==> src/rtl/hbm_rd_scheduler_pkg.sv <==
// Shared constants, AXI encodings and FSM state type for the HBM read-address scheduler.
package hbm_rd_scheduler_pkg;

    localparam int unsigned MEM_RD_A_TAG = 1;
    localparam int unsigned MEM_RD_B_TAG = 2;
    localparam int unsigned BEAT_BYTES   = 32;
    localparam int unsigned BEAT_SHIFT   = $clog2(BEAT_BYTES);

    localparam logic [2:0] AXI_ARSIZE_32B   = 3'b101;
    localparam logic [1:0] AXI_ARBURST_INCR = 2'b01;

    typedef enum logic [2:0] {
        ST_IDLE,
        ST_ARB,
        ST_ISSUE,
        ST_DRAIN,
        ST_DONE
    } sched_state_t;

    // Beats in the next burst: a full burst, or whatever is left.
    function automatic logic [4:0] burst_size(input logic [31:0] remaining,
                                              input int unsigned burst_len);
        if (remaining >= 32'(burst_len)) return 5'(burst_len);
        return remaining[4:0];
    endfunction

endpackage

==> src/rtl/hbm_rd_credit.sv <==
// In-flight beat counter: grows on AR handshakes, shrinks on returned R beats,
// and reports whether a burst of a given size still fits under the cap.
module hbm_rd_credit #(
    parameter int unsigned MAX_OUTSTANDING = 64
) (
    input  logic       clk,
    input  logic       rst_n,
    input  logic       ar_fire,
    input  logic [4:0] ar_size,
    input  logic       rd_beat,
    input  logic [4:0] size_a,
    input  logic [4:0] size_b,
    output logic       eligible_a,
    output logic       eligible_b,
    output logic       inflight_zero
);

    localparam int unsigned CW = $clog2(MAX_OUTSTANDING + 1);

    logic [CW-1:0] inflight_q;
    logic [CW-1:0] inflight_d;
    logic [31:0]   grow;
    logic [31:0]   shrink;

    // NOTE: every variable driven here gets a default first, so no path can infer a latch.
    always_comb begin
        grow       = 32'd0;
        shrink     = 32'd0;
        if (ar_fire) grow = 32'(ar_size);
        // A stray beat with nothing outstanding is dropped rather than wrapping the counter.
        if (rd_beat && (inflight_q != '0)) shrink = 32'd1;
        inflight_d = CW'(32'(inflight_q) + grow - shrink);
    end

    // NOTE: sequential state uses non-blocking assignments and is cleared by the async reset.
    always_ff @(posedge clk or negedge rst_n) begin
        if (!rst_n) inflight_q <= '0;
        else        inflight_q <= inflight_d;
    end

    assign eligible_a    = (32'(inflight_q) + 32'(size_a)) <= MAX_OUTSTANDING;
    assign eligible_b    = (32'(inflight_q) + 32'(size_b)) <= MAX_OUTSTANDING;
    assign inflight_zero = (inflight_q == '0);

endmodule

==> src/rtl/hbm_rd_scheduler.sv <==
// AXI3 read-address generator for one HBM pseudo-channel: interleaves A and B
// fetch bursts under an in-flight beat credit limit.
module hbm_rd_scheduler
    import hbm_rd_scheduler_pkg::*;
#(
    parameter int unsigned ADDR_WIDTH      = 33,
    parameter int unsigned ID_WIDTH        = 6,
    parameter int unsigned BURST_LEN       = 8,
    parameter int unsigned MAX_OUTSTANDING = 64
) (
    input  logic                  clk,
    input  logic                  rst_n,
    input  logic                  start,
    input  logic [ADDR_WIDTH-1:0] a_base_addr,
    input  logic [31:0]           a_length,
    input  logic [ADDR_WIDTH-1:0] b_base_addr,
    input  logic [31:0]           b_length,
    input  logic                  rd_beat,
    output logic                  m_axi_ARVALID,
    input  logic                  m_axi_ARREADY,
    output logic [ADDR_WIDTH-1:0] m_axi_ARADDR,
    output logic [3:0]            m_axi_ARLEN,
    output logic [ID_WIDTH-1:0]   m_axi_ARID,
    output logic [2:0]            m_axi_ARSIZE,
    output logic [1:0]            m_axi_ARBURST,
    output logic                  busy,
    output logic                  done,
    output logic [31:0]           ar_a_cnt,
    output logic [31:0]           ar_b_cnt
);

    sched_state_t state, state_nxt;

    logic [31:0]           rem_a, rem_b;
    logic [ADDR_WIDTH-1:0] addr_a, addr_b;
    logic [4:0]            size_a, size_b, ar_size;
    logic                  ar_sel_b;
    logic                  prefer_b;
    logic                  elig_a, elig_b, inflight_zero;
    logic                  can_a, can_b, pick_a, pick_b;
    logic                  ar_fire, start_ok;

    assign size_a   = burst_size(rem_a, BURST_LEN);
    assign size_b   = burst_size(rem_b, BURST_LEN);
    assign can_a    = (rem_a != 32'd0) && elig_a;
    assign can_b    = (rem_b != 32'd0) && elig_b;
    // With both requesters ready, the one not served last wins; prefer_b starts at 0 so A goes first.
    assign pick_a   = (state == ST_ARB) && can_a && (!can_b || !prefer_b);
    assign pick_b   = (state == ST_ARB) && can_b && !pick_a;
    assign ar_fire  = m_axi_ARVALID && m_axi_ARREADY;
    assign start_ok = start && (state == ST_IDLE);

    hbm_rd_credit #(
        .MAX_OUTSTANDING(MAX_OUTSTANDING)
    ) u_credit (
        .clk          (clk),
        .rst_n        (rst_n),
        .ar_fire      (ar_fire),
        .ar_size      (ar_size),
        .rd_beat      (rd_beat),
        .size_a       (size_a),
        .size_b       (size_b),
        .eligible_a   (elig_a),
        .eligible_b   (elig_b),
        .inflight_zero(inflight_zero)
    );

    always_ff @(posedge clk or negedge rst_n) begin
        if (!rst_n) state <= ST_IDLE;
        else        state <= state_nxt;
    end

    always_comb begin
        state_nxt = state;
        unique case (state)
            ST_IDLE:  if (start) state_nxt = ST_ARB;
            ST_ARB: begin
                if ((rem_a == 32'd0) && (rem_b == 32'd0)) state_nxt = ST_DRAIN;
                else if (pick_a || pick_b)                state_nxt = ST_ISSUE;
            end
            ST_ISSUE: if (m_axi_ARREADY) state_nxt = ST_ARB;
            ST_DRAIN: if (inflight_zero) state_nxt = ST_DONE;
            ST_DONE:  state_nxt = ST_IDLE;
            default:  state_nxt = ST_IDLE;
        endcase
    end

    always_ff @(posedge clk or negedge rst_n) begin
        if (!rst_n) begin
            rem_a        <= '0;
            rem_b        <= '0;
            addr_a       <= '0;
            addr_b       <= '0;
            ar_a_cnt     <= '0;
            ar_b_cnt     <= '0;
            prefer_b     <= 1'b0;
            ar_sel_b     <= 1'b0;
            ar_size      <= '0;
            m_axi_ARADDR <= '0;
            m_axi_ARLEN  <= '0;
            m_axi_ARID   <= '0;
        end else begin
            if (start_ok) begin
                rem_a    <= a_length >> BEAT_SHIFT;
                rem_b    <= b_length >> BEAT_SHIFT;
                addr_a   <= a_base_addr;
                addr_b   <= b_base_addr;
                ar_a_cnt <= '0;
                ar_b_cnt <= '0;
                prefer_b <= 1'b0;
            end

            // AR fields are captured once at the pick and held through the whole ISSUE wait.
            if (pick_a) begin
                m_axi_ARADDR <= addr_a;
                m_axi_ARLEN  <= 4'(size_a - 5'd1);
                m_axi_ARID   <= ID_WIDTH'(MEM_RD_A_TAG);
                ar_size      <= size_a;
                ar_sel_b     <= 1'b0;
                prefer_b     <= 1'b1;
            end else if (pick_b) begin
                m_axi_ARADDR <= addr_b;
                m_axi_ARLEN  <= 4'(size_b - 5'd1);
                m_axi_ARID   <= ID_WIDTH'(MEM_RD_B_TAG);
                ar_size      <= size_b;
                ar_sel_b     <= 1'b1;
                prefer_b     <= 1'b0;
            end

            if (ar_fire) begin
                if (ar_sel_b) begin
                    rem_b    <= rem_b - 32'(ar_size);
                    addr_b   <= addr_b + (ADDR_WIDTH'(ar_size) << BEAT_SHIFT);
                    ar_b_cnt <= ar_b_cnt + 32'd1;
                end else begin
                    rem_a    <= rem_a - 32'(ar_size);
                    addr_a   <= addr_a + (ADDR_WIDTH'(ar_size) << BEAT_SHIFT);
                    ar_a_cnt <= ar_a_cnt + 32'd1;
                end
            end
        end
    end

    assign m_axi_ARVALID = (state == ST_ISSUE);
    assign m_axi_ARSIZE  = AXI_ARSIZE_32B;
    assign m_axi_ARBURST = AXI_ARBURST_INCR;
    assign busy          = (state == ST_ARB) || (state == ST_ISSUE) || (state == ST_DRAIN);
    assign done          = (state == ST_DONE);

endmodule

==> config.mk <==
export PLATFORM = sky130hd
export DESIGN_NAME = hbm_rd_scheduler
export DESIGN_NICKNAME = d
export VERILOG_FILES = /design/src/rtl/hbm_rd_scheduler_pkg.sv /design/src/rtl/hbm_rd_credit.sv /design/src/rtl/hbm_rd_scheduler.sv
export SDC_FILE = /design/constraint.sdc
export NUM_CORES = 1
export LEC_CHECK = 0
export BUFFER_PORTS_ARGS = -buffer_cell sky130_fd_sc_hd__buf_2
export CORE_UTILIZATION = 49
export DETAILED_ROUTE_END_ITERATION = 10
export GPL_TIMING_DRIVEN = 0
export PLACE_DENSITY = 0.71
export SLEW_MARGIN = 20
export SYNTH_ARGS = -nofsm -noshare
export SYNTH_HDL_FRONTEND = slang
export SYNTH_SLANG_ARGS = --single-unit
export TNS_END_PERCENT = 1
==> constraint.sdc <==
create_clock -name clk -period 6.25 [get_ports clk]
set_input_delay 0.625 -clock clk [delete_from_list [all_inputs] [get_ports clk]]
set_output_delay 0.625 -clock clk [all_outputs]
set_load 0.1 [all_outputs]
* After elaboration in Yosys (flattened, before gate mapping)
Cells that the tools add are included.
Storage, ports and cells: latch bits 0, bits in registers 254, output and inout bits 115, memories 0, word-level logic and storage cells 110, memory bits (read-only) 0, RAM bits 0
Cells by class: reduce and logical (&&, ||, !) cells 27, divide/modulo/power cells 0, shift operators 0, bitwise operators 0, magnitude comparators 4, $add $sub $neg 12, equal/unequal tests 8, $mul 0, mux-type cells 45
Operators by type and width (count):
- 2-to-1 mux 32 bit | 12
- 2-to-1 mux 33 bit | 8
- adder 33 x 10 -> 33 bit | 2
- adder 32 x 1 -> 32 bit, second input constant | 2
- >= comparator 32 x 4 -> 1 bit, second input constant | 2
- less-or-equal comparator 32 x 7 -> 1 bit, second input constant | 2
- logical NOT 32 bit | 2
- nonzero test 32 bit | 2
- subtractor 32 x 5 -> 32 bit | 2
- 2-to-1 mux 5 bit | 7
- adder 7 x 5 -> 8 bit | 2
- 2-to-1 mux 3 bit | 5
- 2-to-1 mux 6 bit | 2
- one-hot mux 3 bit (4 select lines) | 1
- logical AND 1 bit | 10
- 2-to-1 mux 1 bit | 8
- 2-to-1 mux 4 bit | 2
- subtractor 4 x 1 -> 4 bit, second input constant | 2
- adder 7 x 5 -> 7 bit | 1
- logical NOT 7 bit | 1
- nonzero test 7 bit | 1
- subtractor 7 x 1 -> 7 bit | 1
- equality test 3 x 2 -> 1 bit, second input constant | 2
- logical OR 1 bit | 4
- 10 further kinds | 13

* Longest topological paths before layout
Gate-level depths: netlist of run 1.
depth in word-level cells 15, gate-level depth with buffers 24, depth with buffers taken out 20

* By module
A second synthesis of run 1 with hierarchy kept.
Unflattened totals: cells, all modules 1635, area total of the unflattened synthesis 14326.2 um^2
By module, submodules not included:
- hbm_rd_scheduler | area each 13255.2 um^2, seq. area each 6055.8 um^2, cells each 1505, instances 1
- hbm_rd_credit | area each 1071.0 um^2, seq. area each 175.2 um^2, cells each 130, instances 1

* Worst setup path before layout of run 1
OpenSTA, ideal clock, no wires.
kind register to register, start register rem_b[12], end register m_axi_ARLEN[2], slack 1.536 ns, setup time 0.120 ns, cell stages (with the launch flop) 23, clock period less this slack 4.714 ns, arrival time 4.594 ns, data required time 6.130 ns, cells stage by stage dfrtp_1 buf_6 or4_4 nor4_4 and3_1 and2_1 ha_1 a31o_2 a211o_1 a2bb2oi_1 o211ai_1 o211ai_1 a221o_1 buf_6 o221ai_2 buf_4 buf_4 nor2_1 a21oi_1 ha_1 and3_1 o211ai_1 and3_1
On the way: longest elaborated chain between the ends 12, elaborated cells on any way between the ends 17, those cells by class add/sub (2); order compare (2); mux (4); reduce/logical (9)
RTL lines:
- start: declaration | RTL line hbm_rd_scheduler.sv:34 | logic [31:0] rem_a, rem_b;
- start signal: assignment | RTL line hbm_rd_scheduler.sv:105 | rem_b <= b_length >> BEAT_SHIFT;
- start signal: assignment | RTL line hbm_rd_scheduler.sv:132 | rem_b <= rem_b - 32'(ar_size);
- >= comparator 32 x 4 -> 1 bit | RTL line hbm_rd_scheduler_pkg.sv:23 | if (remaining >= 32'(burst_len)) return 5'(burst_len);
- 2-to-1 mux 1 bit | RTL line hbm_rd_scheduler_pkg.sv:23
- 2-to-1 mux 5 bit | RTL line hbm_rd_scheduler_pkg.sv:24 | return remaining[4:0];
- adder 7 x 5 -> 8 bit | RTL line hbm_rd_credit.sv:42 | assign eligible_b = (32'(inflight_q) + 32'(size_b)) <= MAX_OUTSTANDING;
- less-or-equal comparator 32 x 7 -> 1 bit | RTL line hbm_rd_credit.sv:42
- logical AND 1 bit | RTL line hbm_rd_scheduler.sv:46 | assign can_b = (rem_b != 32'd0) && elig_b;
- logical NOT 1 bit | RTL line hbm_rd_scheduler.sv:48 | assign pick_a = (state == ST_ARB) && can_a && (!can_b || !prefer_b);
- logical OR 1 bit | RTL line hbm_rd_scheduler.sv:48
- logical AND 1 bit | RTL line hbm_rd_scheduler.sv:48
- logical NOT 1 bit | RTL line hbm_rd_scheduler.sv:49 | assign pick_b = (state == ST_ARB) && can_b && !pick_a;
- logical AND 1 bit | RTL line hbm_rd_scheduler.sv:49
- nonzero test 2 bit (no source line)
- end signal: assignment | RTL line hbm_rd_scheduler.sv:116 | m_axi_ARLEN <= 4'(size_a - 5'd1);
- end signal: assignment | RTL line hbm_rd_scheduler.sv:123 | m_axi_ARLEN <= 4'(size_b - 5'd1);
- end: declaration | RTL line hbm_rd_scheduler.sv:22 | output logic [3:0] m_axi_ARLEN,
Several ways; a longest one is shown, not always the timed one. The select of a mux whose other input is x is not followed. A chain may end at the register's enable or synchronous reset.

* Final worst setup path of run 1
Same ends and word-level chain as after synthesis.

==> impl_metrics.py, run 1 <==
metrics = {
    "logic_synthesis": {
        "synthFlopType": "dfrtp_1",
        "synth_xor_area_share_pct": 1.42,
        "synthSimpleGateAreaFrac_pct": 21.7,
        "async_flop_share_pct": 100,
        "yosysUniqueCellTypes": 75,
        "synth_edf_count": 0,
        "ys_ff_latch": 249,
        "synth_common_cells": "dfrtp_1 (249), nand2_1 (187), nor2_1 (171)",
        "synthTopCellsByArea": "dfrtp_1 (44%), nand2_1 (4.9%), nor2_1 (4.5%), ha_1 (4.0%), a21oi_1 (3.9%)",
        "synth_area_um2": 14200,
        "yosysWarnings": 0,
        "yosysSeqAreaShare_pct": 43.8,
        "synth_top_area_share_pct": 43.8,
        "synth_top_family_by_area": "simple AND/OR/NAND/NOR gates",
        "synthCells": 1604,
        "synth.most_common_cell": "dfrtp_1",
        "synthAdderAreaFrac_pct": 4.67,
        "syn_area_per_cell_um2": 8.86,
        "muxShareOfSynthArea_pct": 3.76,
        "synth_top_cell_by_area": "dfrtp_1",
        "synth-compound-area-share_pct": 19.7,
    },
    "pwr": {
        "leakage_uw": 0.00782,
        "power_uw": 8800,
        "powerDensity_nw_per_um2": 522,
        "ir_drop_mv": 0.398,
    },
    "die": {
        "fp.dieArea_um2": 29700,
        "start_util_pct": 50.5,
        "core_area_um2": 28200,
        "die_w_um": 172,
        "rows": 61,
        "ios": 250,
        "die_h_um": 172,
    },
    "cells_and_area": {
        "num-nets-final": 2060,
        "drive_above_1_share_pct": 17.7,
        "syn_to_final_growth_pct": 18.6,
        "fin_area_um2": 16900,
        "diodes": 0,
    },
    "worst_setup_path": {
        "cp.required_ns": 6.69,
        "crit_arrival_ns": 6.24,
        "crit_fanout": 10,
        "r2r_end": "m_axi_ARLEN[2]$_DFFE_PN0P_",
        "timing.rr.start": "rem_b[12]$_DFF_PN0_",
        "rrSetupSlack_ns": 0.46,
        "startpoint_type": "register",
        "critPathKind": "register to register",
        "r2r_cells": 23,
        "end_kind": "register",
    },
    "clocking": {
        "cts_buffers": 28,
        "ctsHoldBuffers": 0,
        "cts.htree.levels": 1,
        "cts.path.max_buffers": 3,
        "clk_latency_ns": 0.56,
        "post_cts_buffers": 0,
        "cts_resized": 0,
        "clockRootBuffer": "clkbuf_16",
        "clk_pin_slew_ns": 0.06,
        "cts_tree": "done",
        "cts.sinks": 249,
    },
    "detailed_routing": {
        "antenna_left": 0,
        "routedWlPerCell_um": 21.8,
        "finalWirelength_mm": 49.5,
        "vias_per_cell": 6.21,
        "dr.pass1.iters": 6,
        "drt-initial-drc-count": 1411,
        "vias": 14131,
        "drc_errors": 0,
    },
    "sta": {
        "finalSetupViolCount": 0,
        "skew_ns": 0.0266,
        "finalHoldViolations": 0,
        "relSlewSlack_pct": 26.3,
        "finalCritPeriodShare_pct": 92.7,
        "rsz0062_at_grt": "no",
        "max_freq_mhz": 173,
        "slew_violations": 0,
        "worst_slew_pin_slew_ns": 1.11,
        "fin_crit_ns": 5.79,
    },
    "global_route": {
        "overflow": 0,
        "grt_usage_pct": 32.9,
        "grt_antenna_before_repair": 0,
        "first_global_vias": 12942,
        "grt_pass1_wl_mm": 73.9,
        "grt_max_degree": 90,
    },
    "min_path": {
        "hp-class": "primary input to asynchronous set/reset pin",
    },
    "run_status": {
        "status": "completed",
    },
    "flow_run": {
        "max-cap-violations": 0,
    },
    "placed_design": {
        "post_dp_cell_area_um2": 15900,
        "portBuffers": 230,
        "place_congestion": 0.981,
        "hpwl_mm": 36.1,
    },
}
## cell usage in the layout, fill, tap and decap left out, types with 10 or more instances in the layout
cell	netlist	final
nand2_1	187	187
nor2b_1	16	16
nor2_1	171	171
dfrtp_1	249	249
a21o_1	12	12
or3_1	10	10
buf_2	5	234
mux2i_1	50	50
a21oi_1	110	110
a311oi_1	13	13
conb_1	2	11
nor3_1	48	48
clkbuf_8	0	10
and3_1	25	25
o21ai_0	106	106
a211oi_1	12	12
xor2_1	13	13
a221o_1	20	20
buf_4	12	12
nand3_1	83	83
nand4_1	29	29
xnor2_1	10	10
inv_1	69	69
ha_1	45	45
o31ai_1	18	18
o211ai_1	30	30
nor4_1	21	21
clkbuf_1	59	63
clkbuf_16	0	29
## cell type report
cell class	count	area [um^2]
Sequential cell	249	6230
Multi-Input combinational cell	1206	7320
Clock buffer	43	878
Fill cell	2475	11300
Buffer	89	430
Tap cell	378	473
Inverter	69	259
Timing Repair Buffer	232	1220
Clock inverter	9	45.0
## worst max path at each step
stage                                   start  depth (start not counted)                         end
after floorplan           rem_b[12]$_DFF_PN0_                         22  m_axi_ARLEN[2]$_DFFE_PN0P_
after global placement                  rst_n                          1       addr_a[0]$_DFFE_PN0P_
after detailed placement  rem_b[12]$_DFF_PN0_                         23  m_axi_ARLEN[2]$_DFFE_PN0P_
after CTS                 rem_b[12]$_DFF_PN0_                         23  m_axi_ARLEN[2]$_DFFE_PN0P_
after global routing      rem_b[12]$_DFF_PN0_                         23  m_axi_ARLEN[2]$_DFFE_PN0P_
final                     rem_b[12]$_DFF_PN0_                         23  m_axi_ARLEN[2]$_DFFE_PN0P_
## per-stage QoR
step	hold WS [ns]	utilization, %	cells	worst slack [ns]	TNS (ns)
final	0.0553	59.9	2275	0.456	0
after global routing	0.0980	59.9	2275	0.176	0
after CTS	0.0770	59.9	2275	0.564	0
after detailed placement	0.465	56.6	2223	0.628	0
after global placement	0.458	56.3	2221	-0.119	-21.07
after floorplan	0.329	-	1613	1.54	0
## cell families after synthesis
| kind of cell | Yosys count |
|---|---|
| AOI/OAI and AO/OA | 422 |
| buffers and inverters | 158 |
| and+or+nand+nor | 647 |
| DFF | 249 |
| xor gates and xnor gates | 23 |
| muxes | 53 |
| other | 2 |
| adders and majority gates | 50 |
## power breakdown
part / leakage [uW] / internal (uW) / total, uW / switching [uW]
sequential: 0.00309 / 2170 / 2780 / 605
combinational: 0.00426 / 1330 / 4370 / 3040
clock: 0.000469 / 961 / 1660 / 695
## flip-flops by register name, summed over array words and instances, names as in the netlist
| name | count |
|---|---|
| addr_a | 33 |
| addr_b | 33 |
| m_axi_ARADDR | 33 |
| ar_a_cnt | 32 |
| ar_b_cnt | 32 |
| rem_a | 32 |
| rem_b | 32 |
| u_credit.inflight_q | 7 |
| ar_size | 5 |
| m_axi_ARLEN | 4 |
| state | 3 |
| m_axi_ARID | 2 |
| prefer_b | 1 |
## critical path: stages, from the launching register on
cell	delay, ns
dfrtp_1	0.37
buf_6	0.13
or4_4	0.60
nor4_4	0.46
and3_1	0.35
inv_1	0.13
ha_1	0.29
clkbuf_1	0.26
nand3_1	0.13
nor4_1	0.20
nand3_1	0.18
a21boi_0	0.22
o211ai_1	0.12
a221o_1	0.34
buf_6	0.15
o221ai_2	0.36
buf_4	0.27
buf_4	0.21
nor2_1	0.06
a21oi_1	0.13
ha_1	0.22
and3_1	0.18
o211ai_1	0.09
and3_1	0.23
## layer usage
metal	track usage, %	vias up	wire length, um
li1	-	6382	-
met1	45.6	6838	20700
met2	50.8	783	22100
met3	6.43	128	4900
met4	12.6	0	1800
met5	0	-	0
Note: power is estimated with default switching activity, not from simulation.
==> run 2: changes to the inputs <==
Settings changed: CORE_MARGIN set to 4, HOLD_SLACK_MARGIN set to 0.08.
==> impl_metrics.py, run 2 (synthesis gave the netlist of run 1 again) <==
metrics = {
    "die": {
        "start_util_pct": 49.6,
        "rows": 62,
        "die_h_um": 178,
        "ios": 250,
        "die_w_um": 178,
        "fp.dieArea_um2": 31800,
        "core_area_um2": 28600,
    },
    "worst_setup_path": {
        "cp_top_family": "simple AND/OR/NAND/NOR gates",
        "critPathKind": "register to register",
        "crit_buf_inv": 6,
        "crit_fanout": 10,
        "path_cells": "buf_6, or4_4, nor4_4, and3_1, inv_1, ha_1, clkbuf_1, nand3_1, nor4_1, nand3_1, a21boi_0, o211ai_1, a221o_1, buf_6, o221ai_2, buf_4, buf_4, nor2_1, a21oi_1, ha_1, and3_1, o211ai_1, and3_1",
        "critical_path.slowest_cell": "or4_4",
        "crit_arrival_ns": 6.48,
        "cp.required_ns": 6.68,
        "cpPeakStageDelay_ns": 0.59,
        "cpMostUsedCell": "and3_1",
        "end_kind": "register",
        "startpoint_type": "register",
    },
    "detailed_routing": {
        "dr.pass1.iters": 5,
        "drt-initial-drc-count": 1452,
        "finalWirelength_mm": 50.5,
        "vias_per_cell": 6.16,
        "antenna_left": 0,
        "vias": 14067,
        "routedWlPerCell_um": 22.1,
        "drc_errors": 0,
    },
    "placed_design": {
        "hpwl_mm": 37.0,
        "portBuffers": 230,
        "post_dp_cell_area_um2": 16000,
        "place_congestion": 0.961,
        "pre_cts_ws_ns": 0.446,
    },
    "sta": {
        "finalCritPeriodShare_pct": 96.8,
        "worst_slew_pin_slew_ns": 1.12,
        "finalHoldViolations": 0,
        "skew_ns": 0.0312,
        "postLayoutSetupSlackWorst_ns": 0.200,
        "slew_violations": 0,
        "relSlewSlack_pct": 24.8,
        "fin_crit_ns": 6.05,
        "finalSetupViolCount": 0,
        "rsz0062_at_grt": "no",
        "max_freq_mhz": 165,
    },
    "pwr": {
        "leakage_uw": 0.00781,
        "powerDensity_nw_per_um2": 522,
        "ir_drop_mv": 0.352,
    },
    "cells_and_area": {
        "final_cell_mix": "dfrtp_1 (249), buf_2 (234), nand2_1 (187)",
        "syn_to_final_growth_pct": 18.8,
        "largest_registers": "addr_a x33, addr_b x33, m_axi_ARADDR x33",
        "num-nets-final": 2062,
        "drive_above_1_share_pct": 17.6,
        "multi_input_area_um2": 7320,
        "num-fill-cells": 2618,
        "final_common_cell": "dfrtp_1",
        "fin_area_um2": 16900,
        "register_area_um2": 6230,
        "finish.utilization_pct": 59.0,
    },
    "clocking": {
        "cts.htree.levels": 1,
        "cts_tree": "done",
        "clockRootBuffer": "clkbuf_16",
        "cts_resized": 0,
        "cts.sinks": 249,
        "clk_latency_ns": 0.57,
        "clk_pin_slew_ns": 0.06,
        "cts.path.max_buffers": 3,
        "cts_buffers": 28,
        "post_cts_buffers": 0,
    },
    "flow_run": {
        "max-cap-violations": 0,
    },
    "global_route": {
        "overflow": 0,
        "grt_antenna_before_repair": 2,
        "grt_max_degree": 96,
        "first_global_vias": 13464,
        "grt_pass1_wl_mm": 76.0,
        "grt_usage_pct": 31.0,
    },
    "min_path": {
        "hp-class": "primary input to register",
    },
    "run_status": {
        "status": "completed",
    },
}
## run 2: changes by cell type in the layout (fill, tap and decap cells not counted), sizes merged
| cell | previous run | this run |
|---|---|---|
| diode | 0 | 2 |
| clkbuf | 102 | 98 |
| dlygate4sd3 | 0 | 1 |
| clkinvlp | 0 | 3 |
| buf | 262 | 263 |
| clkinv | 9 | 7 |
| bufinv | 0 | 1 |
## run 2: worst paths after layout
kind / slack (ns) / cells past startpoint / endpoint / startpoint
min in group asynchronous: 0.45 / 2 / ar_a_cnt[7]$_DFF_PN0_ / rst_n
max: 0.20 / 23 / m_axi_ARLEN[2]$_DFFE_PN0P_ / rem_b[12]$_DFF_PN0_
max in group asynchronous: 4.65 / 4 / m_axi_ARID[0]$_DFFE_PN0P_ / rst_n
min: 0.24 / 3 / addr_b[3]$_DFFE_PN0P_ / b_base_addr[3]
min reg2reg: 0.47 / 2 / m_axi_ARID[0]$_DFFE_PN0P_ / m_axi_ARID[0]$_DFFE_PN0P_
max reg2reg: 0.20 / 23 / m_axi_ARLEN[2]$_DFFE_PN0P_ / rem_b[12]$_DFF_PN0_
## run 2: worst reg2reg max path, stage by stage (launching register included)
cell      delay [ns]
dfrtp_1         0.37
buf_6           0.13
or4_4           0.59
nor4_4          0.53
and3_1          0.35
inv_1           0.15
ha_1            0.30
clkbuf_1        0.27
nand3_1         0.13
nor4_1          0.19
nand3_1         0.18
a21boi_0        0.25
o211ai_1        0.14
a221o_1         0.36
buf_6           0.16
o221ai_2        0.38
buf_4           0.28
buf_4           0.23
nor2_1          0.06
a21oi_1         0.12
ha_1            0.24
and3_1          0.18
o211ai_1        0.09
and3_1          0.22
## run 2: power by group
part           internal (uW)  switching, uW
sequential              2170            590
clock                    934            707
combinational           1330           3070
## run 2: final cells by class
class	instances	area share (%)
multi-input cells	1206	43.4
repair buffers	234	7.42
inverters	69	1.53
clock buffers	39	4.75
clock inverters	11	0.585
plain buffers	89	2.55
diodes	2	0.0296
flip-flops and latches	249	36.9
well taps	384	2.85
## run 2: routing by layer
metal / share of wire (%) / vias up / global-route usage (%)
met5: 0.026 / - / 0
met4: 4.8 / 2 / 12.5
met3: 11 / 166 / 6.87
met2: 43 / 815 / 47.6
met1: 41 / 6699 / 43.0
li1: - / 6385 / -
## run 2: per-stage QoR
| stage | setup TNS (ns) | std cells | hold WS, ns | total power, uW |
|---|---|---|---|---|
| 3_5_place_dp | 0 | 2230 | 0.401 | 7090 |
| 4_1_cts | 0 | 2281 | 0.236 | 8740 |
| 6_report | 0 | 2283 | 0.245 | 8810 |
| 2_1_floorplan | 0 | 1613 | 0.329 | 5870 |
| 5_1_grt | 0 | 2282 | 0.241 | 9280 |
| 3_3_place_gp | -20.16 | 2227 | 0.459 | 6980 |
## run 2: timing repair
| item | in CTS | in global routing |
|---|---|---|
| endpoints found under the setup margin | 0 | 0 |
| hold buffers | 1 | 0 |
| endpoints found under the hold margin | 1 | 0 |
==> run 3: changes to the inputs <==
Settings changed: CELL_PAD_IN_SITES_DETAIL_PLACEMENT set to 1, CELL_PAD_IN_SITES_GLOBAL_PLACEMENT set to 2, CORE_UTILIZATION 49 to 34, PLACE_DENSITY 0.71 to unset, PLACE_DENSITY_LB_ADDON set to 0.1.
==> impl_metrics.py, run 3 (synthesis gave the netlist of run 1 again) <==
metrics = {
    "run_status": {
        "status": "completed",
    },
    "cells_and_area": {
        "num-nets-final": 2066,
        "fin_area_um2": 17200,
        "final_common_cell": "dfrtp_1",
        "diodes": 0,
        "syn_to_final_growth_pct": 21.2,
        "final_cell_mix": "dfrtp_1 (249), buf_2 (234), nand2_1 (187)",
        "largest_registers": "addr_a x33, addr_b x33, m_axi_ARADDR x33",
        "drive_above_1_share_pct": 18.3,
    },
    "clocking": {
        "clockRootBuffer": "clkbuf_16",
        "cts.path.max_buffers": 3,
        "clk_latency_ns": 0.60,
        "cts_resized": 0,
        "cts_tree": "done",
        "cts_buffers": 31,
        "cts.htree.levels": 1,
        "cts.sinks": 249,
        "clk_pin_slew_ns": 0.06,
    },
    "worst_setup_path": {
        "critical_path.slowest_cell": "or4_4",
        "crit_fanout": 10,
        "critPathKind": "register to register",
        "cp-startpoint": "rem_b[24]$_DFF_PN0_",
        "startpoint_type": "register",
        "cpPeakStageDelay_ns": 0.59,
        "timing.rr.start": "rem_b[24]$_DFF_PN0_",
        "r2r_end": "m_axi_ARLEN[2]$_DFFE_PN0P_",
        "cp.required_ns": 6.71,
        "crit_arrival_ns": 6.09,
        "r2r_cells": 21,
        "crit_buf_inv": 3,
        "end_kind": "register",
        "cp_top_family": "simple AND/OR/NAND/NOR gates",
        "path_cells": "or4_4, nor4_4, and3_1, and2_1, ha_1, a31o_2, a211o_1, a2bb2oi_1, o211ai_1, o211ai_1, a221o_1, buf_6, o221ai_2, buf_4, buf_4, nor2_1, a21oi_1, ha_1, and3_1, o211ai_1, and3_1",
        "rrSetupSlack_ns": 0.63,
        "crit_end": "m_axi_ARLEN[2]$_DFFE_PN0P_",
        "critical_path_depth": 21,
    },
    "sta": {
        "finalSetupViolCount": 0,
        "max_freq_mhz": 178,
        "slew_violations": 0,
        "fin_crit_ns": 5.62,
        "relSlewSlack_pct": 19.9,
        "postLayoutSetupSlackWorst_ns": 0.626,
        "rsz0062_at_grt": "no",
        "skew_ns": 0.0346,
        "finalCritPeriodShare_pct": 90.0,
        "worst_slew_pin_slew_ns": 1.20,
        "finalHoldViolations": 0,
    },
    "global_route": {
        "first_global_vias": 14398,
        "overflow": 0,
        "grt_antenna_before_repair": 3,
        "grt_max_degree": 87,
        "grt_pass1_wl_mm": 89.6,
        "grt_usage_pct": 26.0,
    },
    "die": {
        "die_w_um": 212,
        "rows": 74,
        "core_area_um2": 41100,
        "ios": 250,
        "start_util_pct": 34.6,
        "fp.dieArea_um2": 45100,
        "die_h_um": 212,
    },
    "pwr": {
        "ir_drop_mv": 0.463,
        "leakage_uw": 0.00791,
        "powerDensity_nw_per_um2": 532,
    },
    "placed_design": {
        "post_dp_cell_area_um2": 16200,
        "hpwl_mm": 44.8,
        "portBuffers": 230,
        "pre_cts_ws_ns": 0.685,
        "place_congestion": 0.908,
    },
    "detailed_routing": {
        "finalWirelength_mm": 60.3,
        "routedWlPerCell_um": 24.7,
        "dr.pass1.iters": 5,
        "drt-initial-drc-count": 802,
        "antenna_left": 0,
        "drc_errors": 0,
        "vias_per_cell": 5.71,
        "vias": 13908,
    },
    "min_path": {
        "hp-class": "primary input to register",
        "hold_path_startpoint": "a_base_addr[0]",
    },
    "flow_run": {
        "max-cap-violations": 0,
    },
}
-- run 3: cell count changes in the layout (fill, tap and decap cells not counted), sizes merged --
| cell | before | now |
|---|---|---|
| clkinv | 7 | 13 |
| clkbuf | 98 | 97 |
| clkinvlp | 3 | 2 |
| bufinv | 1 | 3 |
| diode | 2 | 0 |
| inv | 69 | 70 |
| buf | 263 | 264 |
-- run 3: worst min path at each step --
stage | to | slack [ns] | cells past startpoint
floorplan | addr_a[0]$_DFFE_PN0P_ | 0.33 | 0
global placement | addr_a[1]$_DFFE_PN0P_ | 0.46 | 2
detailed placement | ar_b_cnt[18]$_DFF_PN0_ | 0.46 | 1
CTS | addr_a[0]$_DFFE_PN0P_ | 0.22 | 3
global route | addr_b[0]$_DFFE_PN0P_ | 0.23 | 3
finish | addr_a[0]$_DFFE_PN0P_ | 0.24 | 3
-- run 3: power by group --
part / switching (uW) / internal (uW)
Sequential: 661 / 2170
Clock: 787 / 1100
Combinational: 3110 / 1330
Total: 4560 / 4600
-- run 3: per-stage QoR --
step / utilization (%) / total power (uW) / hold slack (ns) / cells / TNS (ns)
6_report: 41.9 / 9170 / 0.236 / 2437 / 0
5_1_grt: 41.9 / 9730 / 0.229 / 2437 / 0
4_1_cts: 41.9 / 9180 / 0.216 / 2436 / 0
3_5_place_dp: 39.3 / 7270 / 0.458 / 2378 / 0
3_3_place_gp: 39.1 / 7160 / 0.460 / 2375 / -150.51
2_1_floorplan: - / 5870 / 0.329 / 1613 / 0
-- run 3: per-layer routing --
metal | wire length [um] | vias up | global-route usage [%]
met3 | 2960 | 92 | 3.42
li1 | - | 6402 | -
met2 | 27900 | 358 | 42.6
met4 | 1630 | 4 | 6.24
met1 | 27800 | 7052 | 36.8
met5 | 27 | - | 0
-- run 3: worst register-to-register path: stages, from the launching register on --
cell	delay (ns)
dfrtp_1	0.44
or4_4	0.59
nor4_4	0.43
and3_1	0.34
and2_1	0.24
ha_1	0.34
a31o_2	0.26
a211o_1	0.29
a2bb2oi_1	0.14
o211ai_1	0.11
o211ai_1	0.13
a221o_1	0.35
buf_6	0.15
o221ai_2	0.27
buf_4	0.25
buf_4	0.22
nor2_1	0.06
a21oi_1	0.13
ha_1	0.24
and3_1	0.18
o211ai_1	0.08
and3_1	0.24
-- run 3: cell type report --
type                       instances  area, um^2
buffer                            89         432
tap                              532         666
clock inverter                    19         179
sequential                       249        6230
multi-input combinational       1206        7330
inverter                          69         259
fill                            4890       23900
clock buffer                      38         862
timing repair buffer             235        1270
-- run 3: timing repair --
item,in CTS,in global routing
buffers inserted,0,0
hold endpoints to repair,13,0
hold buffers,1,0
